==> src/rtl/uart_cmd_pkg.sv <==
// Shared definitions for the UART command receiver: command word field layout,
// byte-FSM state encoding and a helper that derives bytes per command word.
package uart_cmd_pkg;

    localparam int ADDR_LSB = 0;
    localparam int ADDR_W   = 16;
    localparam int DATA_LSB = 16;
    localparam int DATA_W   = 8;
    localparam int MODE_BIT = 24;

    function automatic int bytes_per_cmd(input int width);
        return width / 8;
    endfunction

    localparam int BYTES_PER_CMD = bytes_per_cmd(32);

    typedef enum logic [1:0] {
        IDLE,
        START,
        DATA,
        STOP
    } rx_state_t;

endpackage

==> src/rtl/uart_rx_byte.sv <==
// 8N1 byte receiver: 2-flop synchronizer on rx, mid-bit sampling FSM,
// registered byte_valid / frame_err strobes.
module uart_rx_byte
    import uart_cmd_pkg::*;
#(
    parameter int CLOCKS_PER_PULSE = 5208
) (
    input  logic       clk,
    input  logic       rstn,
    input  logic       rx,
    output logic       byte_valid,
    output logic [7:0] byte_data,
    output logic       frame_err,
    output logic       rx_active
);

    localparam int CNT_W = $clog2(CLOCKS_PER_PULSE);
    localparam logic [CNT_W-1:0] HALF_LAST = CNT_W'(CLOCKS_PER_PULSE / 2 - 1);
    localparam logic [CNT_W-1:0] FULL_LAST = CNT_W'(CLOCKS_PER_PULSE - 1);

    logic             rx_meta;
    logic             rx_sync;
    rx_state_t        state;
    logic [CNT_W-1:0] cnt;
    logic [2:0]       bit_idx;

    // Synchronizer resets to the idle (high) line level so reset release cannot fake a start bit
    always_ff @(posedge clk) begin
        if (!rstn) begin
            rx_meta <= 1'b1;
            rx_sync <= 1'b1;
        end else begin
            rx_meta <= rx;
            rx_sync <= rx_meta;
        end
    end

    always_ff @(posedge clk) begin
        if (!rstn) begin
            state      <= IDLE;
            cnt        <= '0;
            bit_idx    <= '0;
            byte_data  <= '0;
            byte_valid <= 1'b0;
            frame_err  <= 1'b0;
        end else begin
            byte_valid <= 1'b0;
            frame_err  <= 1'b0;
            case (state)
                IDLE: begin
                    cnt <= '0;
                    if (!rx_sync)
                        state <= START;
                end
                START: begin
                    if (cnt == HALF_LAST) begin
                        cnt     <= '0;
                        bit_idx <= '0;
                        state   <= rx_sync ? IDLE : DATA;
                    end else begin
                        cnt <= cnt + 1'b1;
                    end
                end
                DATA: begin
                    if (cnt == FULL_LAST) begin
                        cnt       <= '0;
                        byte_data <= {rx_sync, byte_data[7:1]};
                        bit_idx   <= bit_idx + 1'b1;
                        if (bit_idx == 3'd7)
                            state <= STOP;
                    end else begin
                        cnt <= cnt + 1'b1;
                    end
                end
                STOP: begin
                    if (cnt == FULL_LAST) begin
                        cnt        <= '0;
                        byte_valid <= rx_sync;
                        frame_err  <= !rx_sync;
                        state      <= IDLE;
                    end else begin
                        cnt <= cnt + 1'b1;
                    end
                end
                default: state <= IDLE;
            endcase
        end
    end

    assign rx_active = (state != IDLE);

endmodule

==> src/rtl/uart_cmd_rx.sv <==
// UART command receiver top: packs CMD_WIDTH/8 received bytes (first byte in LSBs)
// into one command word. Define UART_CMD_TIMEOUT_EN to drop stale partial words.
module uart_cmd_rx
    import uart_cmd_pkg::*;
#(
    parameter int CLOCKS_PER_PULSE = 5208,
    parameter int CMD_WIDTH        = 32,
    parameter int TIMEOUT_BITS     = 20
) (
    input  logic                 clk,
    input  logic                 rstn,
    input  logic                 rx,
    output logic                 cmd_valid,
    output logic [CMD_WIDTH-1:0] cmd_data,
    output logic                 frame_err,
    output logic                 busy
);

    localparam int NUM_BYTES = bytes_per_cmd(CMD_WIDTH);
    localparam int IDX_W     = (NUM_BYTES > 1) ? $clog2(NUM_BYTES) : 1;
    localparam int STG_W     = CMD_WIDTH - 8;
    localparam logic [IDX_W-1:0] LAST_IDX = IDX_W'(NUM_BYTES - 1);

    if (CLOCKS_PER_PULSE < 4 || CMD_WIDTH < 16 || (CMD_WIDTH % 8) != 0 || TIMEOUT_BITS < 1) begin : g_bad_params
        $error("uart_cmd_rx: illegal parameter combination");
    end

    logic             byte_valid;
    logic [7:0]       byte_data;
    logic             rx_active;
    logic [IDX_W-1:0] byte_idx;
    logic [STG_W-1:0] staging;
    logic             expire;

    uart_rx_byte #(
        .CLOCKS_PER_PULSE(CLOCKS_PER_PULSE)
    ) u_rx_byte (
        .clk       (clk),
        .rstn      (rstn),
        .rx        (rx),
        .byte_valid(byte_valid),
        .byte_data (byte_data),
        .frame_err (frame_err),
        .rx_active (rx_active)
    );

`ifdef UART_CMD_TIMEOUT_EN
    localparam int TMO_LIMIT = TIMEOUT_BITS * CLOCKS_PER_PULSE;
    localparam int TMO_W     = $clog2(TMO_LIMIT + 1);

    logic [TMO_W-1:0] tmo_cnt;

    // Counts idle line time only while a partial word is held; a byte arriving wins over expiry
    always_ff @(posedge clk) begin
        if (!rstn)
            tmo_cnt <= '0;
        else if (byte_valid || frame_err || byte_idx == '0)
            tmo_cnt <= '0;
        else if (!rx_active && !expire)
            tmo_cnt <= tmo_cnt + 1'b1;
    end

    assign expire = (tmo_cnt == TMO_W'(TMO_LIMIT));
`else
    assign expire = 1'b0;
`endif

    always_ff @(posedge clk) begin
        if (!rstn) begin
            cmd_valid <= 1'b0;
            cmd_data  <= '0;
            byte_idx  <= '0;
            staging   <= '0;
        end else begin
            cmd_valid <= 1'b0;
            if (frame_err) begin
                byte_idx <= '0;
                staging  <= '0;
            end else if (byte_valid) begin
                if (byte_idx == LAST_IDX) begin
                    cmd_data  <= {byte_data, staging};
                    cmd_valid <= 1'b1;
                    byte_idx  <= '0;
                end else begin
                    staging[{byte_idx, 3'b000} +: 8] <= byte_data;
                    byte_idx                         <= byte_idx + 1'b1;
                end
            end else if (expire) begin
                byte_idx <= '0;
                staging  <= '0;
            end
        end
    end

    assign busy = rx_active || (byte_idx != '0);

endmodule

==> config.mk <==
export PLATFORM = sky130hd
export DESIGN_NAME = uart_cmd_rx
export DESIGN_NICKNAME = d
export VERILOG_FILES = /design/src/rtl/uart_cmd_pkg.sv /design/src/rtl/uart_rx_byte.sv /design/src/rtl/uart_cmd_rx.sv
export SDC_FILE = /design/constraint.sdc
export NUM_CORES = 1
export LEC_CHECK = 0
export CORE_MARGIN = 1.5
export CORE_UTILIZATION = 25
export CTS_BUF_LIST = sky130_fd_sc_hd__clkbuf_4 sky130_fd_sc_hd__clkbuf_8
export DETAILED_ROUTE_END_ITERATION = 7
export PLACE_DENSITY_LB_ADDON = 0.3
export SLEW_MARGIN = 10
export SYNTH_ARGS = -nofsm -noshare
export SYNTH_HDL_FRONTEND = slang
export SYNTH_HIERARCHICAL = 1
export SYNTH_SLANG_ARGS = --single-unit
==> constraint.sdc <==
create_clock -name clk -period 1.5 [get_ports clk]
set_input_delay 0.3 -clock clk [delete_from_list [all_inputs] [get_ports clk]]
set_output_delay 0.3 -clock clk [all_outputs]
set_load 0.005 [all_outputs]
Word level (Yosys, flattened, before mapping)
Cells that the tools add are included.
{"block": "word_totals", "register_bits": 89, "out_inout_bits": 35, "in_bits": 3, "word_cells": 65}
{"block": "classes", "muxes": 16, "reduce_logical": 15, "n_bitwise": 4, "eq_ne": 12, "shift": 2, "add_sub_neg": 4}
{"operator": "one-hot mux 13 bit (3 select lines)", "count": 1}
{"operator": "2-to-1 mux 13 bit", "count": 2}
{"operator": "bitwise mux 24 bit", "count": 1}
{"operator": "variable shift 8 x 7 -> 24 bit (first input constant)", "count": 1}
{"operator": "indexed part select 8 x 7 -> 24 bit", "count": 1}
{"operator": "2-to-1 mux 2 bit", "count": 7}
{"operator": "adder 13 x 1 -> 13 bit (second input constant)", "count": 1}
{"operator": "equality test 13 x 12 -> 1 bit (second input constant)", "count": 1}
{"operator": "equality test 13 bit (second input constant)", "count": 1}
{"operator": "AND reduction 3 bit", "count": 3}
{"operator": "inequality test 2 x 1 -> 1 bit (second input constant)", "count": 4}
{"operator": "one-hot mux 2 bit (4 select lines)", "count": 1}
{"operator": "negator 5 -> 7 bit", "count": 1}
{"operator": "equality test 2 bit (second input constant)", "count": 3}
{"operator": "2-to-1 mux 3 bit", "count": 2}
{"operator": "one-hot mux 3 bit (2 select lines)", "count": 1}
{"operator": "nonzero test 2 bit", "count": 3}
{"operator": "AND reduction 5 bit", "count": 1}
{"operator": "inverter 1 bit", "count": 4}
{"operator": "AND reduction 2 bit", "count": 2}
{"operator": "OR reduction 2 bit", "count": 2}
{"operator": "adder 3 x 1 -> 3 bit (second input constant)", "count": 1}
{"operator": "equality test 3 bit (second input constant)", "count": 1}
{"operator": "OR reduction 3 bit", "count": 1}
{"operator": "other kinds (7)", "count": 7}

Longest topological paths before layout
Gate-level depths: netlist of run 1.
{"block": "depth", "depth_word": 4, "ltp_mapped": 7, "depth_no_buf": 5}

By module
The synthesis of run 1 kept the hierarchy.
{"mod": "uart_cmd_rx", "instances": 1, "seq_area_each_um2": 1181.1, "area_per_inst_um2": 2403.6, "cells_each": 264}
{"mod": "uart_rx_byte", "instances": 1, "seq_area_each_um2": 600.6, "area_per_inst_um2": 1338.8, "cells_each": 138}

Worst setup path before layout of run 1
OpenSTA, ideal clock, no wires.
{"block": "synth_path", "path_type": "reg2reg", "startpoint": "register byte_idx[0]", "endpoint": "register staging[10]", "setup_ns": 0.059, "slack_ns": -0.087, "synth_period_minus_slack_ns": 1.587, "path_stages_with_launch": 6, "required_time_ns": 1.441, "arrival_time_ns": 1.528, "n_path_buf": 0, "cell_sequence": "dfxtp_1 > inv_2 > ha_1 > inv_1 > nor4_4 > a31o_1"}
{"block": "synth_between", "elab_chain_cells": 3, "elab_cells_between_ends": 7, "cone_classes": "add/sub: 1; eq/ne: 1; shift: 2; mux: 1; bitwise: 1; reduce/logical: 1"}
{"element": "from (decl)", "line": "uart_cmd_rx.sv:31", "text": "logic [IDX_W-1:0] byte_idx;"}
{"element": "from (signal assigned)", "line": "uart_cmd_rx.sv:86", "text": "byte_idx <= byte_idx + 1'b1;"}
{"element": "negator 5 -> 7 bit / equality test 2 bit (equally long branches)", "line": "uart_cmd_rx.sv:85, uart_cmd_rx.sv:80"}
{"element": "indexed part select 8 x 7 -> 24 bit, or another cell as far along", "line": "uart_cmd_rx.sv:85", "text": "staging[{byte_idx, 3'b000} +: 8] <= byte_data;"}
{"element": "bitwise mux 24 bit / AND reduction 2 bit (equally long branches)"}
{"element": "to (signal, indexed assignment)", "line": "uart_cmd_rx.sv:85"}
{"element": "to (decl)", "line": "uart_cmd_rx.sv:32", "text": "logic [STG_W-1:0] staging;"}
Parallel ways exist; a longest one is shown, timed or not.
A chain may end at the register's enable or synchronous reset.

Worst setup path in the final report of run 1
{"block": "layout_path", "startpoint": "register u_rx_byte.state[0]", "endpoint": "register u_rx_byte.byte_data[1]"}
{"block": "layout_between", "elab_chain_cells": 2}
{"element": "from (decl)", "line": "uart_rx_byte.sv:23", "text": "rx_state_t state;"}
{"element": "from (signal assigned)", "line": "uart_rx_byte.sv:59", "text": "state <= rx_sync ? IDLE : DATA;"}
{"element": "equality test 2 bit", "line": "uart_rx_byte.sv:49", "text": "case (state)"}
{"element": "AND reduction 2 bit (no line)"}
{"element": "to (signal assigned)", "line": "uart_rx_byte.sv:67", "text": "byte_data <= {rx_sync, byte_data[7:1]};"}
{"element": "to (decl)", "line": "uart_rx_byte.sv:12", "text": "output logic [7:0] byte_data,"}
No other way between the ends.

==> impl_metrics.toml, run 1 <==
[clock_tree]
clk_pin_slew_ps = 90
clk_latency_ps = 370
cts_tree = "yes"
cts_root_buf = "clkbuf_8"
htree_levels = 3
clock_sinks = 89
clockBufferDepth = 2
cts_made_buffers = 9

[placed_design]
pre_cts_ws_ps = -270
globalplace.congestion = 0.806
place_area_um2 = 4640
place.port_buffers = 37
dp_hpwl_um = 6280
dp_cells = 647

[min_path]
holdCritStartpoint = "u_rx_byte/rx_meta"
min_to = "u_rx_byte/rx_sync"
hold_depth = 1
hold_class = "reg -> reg"

[worst_setup_path]
crit_fanout = 5
path_class = "reg -> reg"
regToRegEndpoint = "u_rx_byte/byte_data[1]"
reg2reg_slack_ps = -20
cp_data_required_time_ps = 1780
critPathCaptureType = "flip-flop"
worst-r2r-cell-count = 7
r2r_start = "u_rx_byte/state[0]"
worstSetupStartpointType = "flip-flop"
cp.arrival_ps = 1790

[synthesis]
synth_area_um2 = 3740
synth_top_area_cell = "dfxtp_1"
synthArstFlopShare = 0
synthCells = 402
yosysUniqueCellTypes = 46
synth_flop_cell = "dfxtp_1"
synth_area_leaders = "dfxtp_1 48%, nand2_1 9.2%, a21boi_1 6.4%"
synthesis.yosys.warnings = 6
synth-edff-count = 0
yosys_register_bits = 89
ys_seq_area_frac = 0.476
synth_top_area_frac = 0.476
synth_nets = 413
syn_avg_cell_area_um2 = 9.31

[cells_and_area]
fill_cells = 1458
fin_area_um2 = 5180
mostFrequentLayoutCells = "85 x nand2_1, 66 x dfxtp_1, 38 x buf_4"
final_common_cell = "nand2_1"
nets = 492
multi_input_area_um2 = 2030
antenna_cells = 0
syn_to_final_growth_pct = 38.5
seq_area_um2 = 1820
fin_util = 0.355
layout.cells.non_filler = 670
drive_gt1_frac = 0.298

[sta]
slew_headroom = 0.715
fin_worst_skew_ps = 6.66
rsz0062_at_grt = "yes"
setup_viol = 2
fin_crit_sh = 1.01
worst_slew_pin_slew_ps = 427
fmax_ghz = 0.659
setup_slack_ps = -17.2
final_hold_viol_count = 0
timing.final.crit_period_ps = 1520
slew_viol_final = 0

[floorplan]
die_area_um2 = 15700
initial_core_util = 0.257
num_rows = 44
core_um2 = 14600
die_w_um = 125
die_h_um = 125
io_pins = 38

[drt]
antenna_left = 0
vias_per_cell = 4.50
routed_wl_um = 9210
vias = 3015
drtPass1Iterations = 4
wl_per_cell_um = 13.8
route.detailed.drc = 0
first_iter_violations = 103

[pwr]
p_total_mw = 4.31
cellPowerDensity_nw_per_um2 = 831
ir_drop_v = 0.000389
p_leak_nw = 2.15

[run_status]
outcome = "finished, violations left"
violations = "negative setup slack"

[global_route]
grt_usage = 0.120
grt_max_degree = 20
overflow = 0
grt_pass1_wl_um = 15000
grt_pass1_vias = 2965
antenna_found_initial = 0

[job]
cap_violations = 0
## how the worst max path moves through the flow
stage / start / to / slack [ps] / cells past startpoint
3_5_place_dp: rstn / staging[15] / -270 / 5
4_1_cts: u_rx_byte/state[0] / busy / -160 / 3
2_1_floorplan: u_rx_byte/cnt[1] / u_rx_byte/cnt[4] / 4 / 7
6_report: u_rx_byte/state[0] / u_rx_byte/byte_data[1] / -20 / 7
3_3_place_gp: rstn / staging[15] / -220 / 5
5_1_grt: u_rx_byte/state[0] / u_rx_byte/byte_data[7] / -90 / 7
## power by group
part           total (mW)  switching [mW]  internal (mW)  leakage (nW)
logic               0.124          0.0549         0.0692          1.31
registers            2.37         0.00387           2.36         0.729
clock network        1.82           0.870          0.948         0.109
total                4.31           0.929           3.38          2.15
## cells by family (layout without fill, tap and decap cells)
kind of cell             after synthesis  after routing  share of synthesized area
flip-flops                            89             89                      0.476
buffers and inverters                 31            114                     0.0448
XOR/XNOR                              11             11                     0.0257
AND/OR/NAND/NOR                      189            190                      0.257
multiplexers                          10             10                     0.0267
adder cells (fa/ha/maj)                8              8                     0.0267
AO/OA/AOI/OAI                         64             64                      0.142
## synth_stat cells, drive strengths merged, types with 4 or more instances
cell,instances
a21boi,35
and3,10
nor2b,10
nand2b,4
nor3,5
xnor2,10
nand2,92
nand4,6
buf,15
nand3,15
and3b,5
clkbuf,9
dfxtp,89
nor2,23
a31o,7
mux2i,10
inv,7
o22ai,8
ha,8
a21oi,8
## registers in the layout, summed over array words and instances, names as in the netlist, named ones only
signal and flops:
byte_idx 2, cmd_data 32, cmd_valid 1, staging 24
u_rx_byte/bit_idx 3, u_rx_byte/byte_data 8, u_rx_byte/byte_valid 1, u_rx_byte/cnt 13
u_rx_byte/frame_err 1, u_rx_byte/rx_meta 1, u_rx_byte/rx_sync 1, u_rx_byte/state 1
## what timing repair did
| action | CTS | global route |
|---|---|---|
| buffers inserted | 1 | 4 |
| hold buffers | 0 | 0 |
| pin swaps | 4 | 32 |
| gates cloned | 2 | 1 |
| gates resized for setup | 73 | 54 |
| setup endpoints to repair | 110 | 78 |
## per-stage QoR
step	setup TNS [ps]	hold WS, ps
after global placement	-6410	393
final	-30.1	415
after CTS	-218	421
after floorplan	0	373
after detailed placement	-7130	400
after global routing	-820	436
## metal layers
| layer | global-route usage | vias up | part of all wire |
|---|---|---|---|
| met5 | 0 | - | 0 |
| met2 | 0.196 | 51 | 0.47 |
| met4 | 0.0541 | 0 | 0.019 |
| met3 | 0.0347 | 13 | 0.041 |
| met1 | 0.147 | 1429 | 0.47 |
| li1 | - | 1522 | - |
## critical path, stage by stage (launching register included)
cell and delay, ps:
dfxtp_2 340, buf_6 120, nor4b_4 250, nand4_1 180
buf_4 190, clkbuf_16 150, mux2i_1 140, nor2b_1 60
## layout make-up
cell class / instances / area share
Clock inverter: 6 / 0.0159
Timing Repair Buffer: 91 / 0.167
Multi-Input combinational cell: 283 / 0.391
Clock buffer: 10 / 0.0253
Sequential cell: 89 / 0.350
Inverter: 7 / 0.00603
Tap cell: 184 / 0.0444
(Power assumes the default switching activity.)
==> run 2: changes to the inputs <==
CAP_MARGIN = 20   (was not set)
==> results of run 2 <==
Final layout, timing and power as in run 1 (identical DEF).
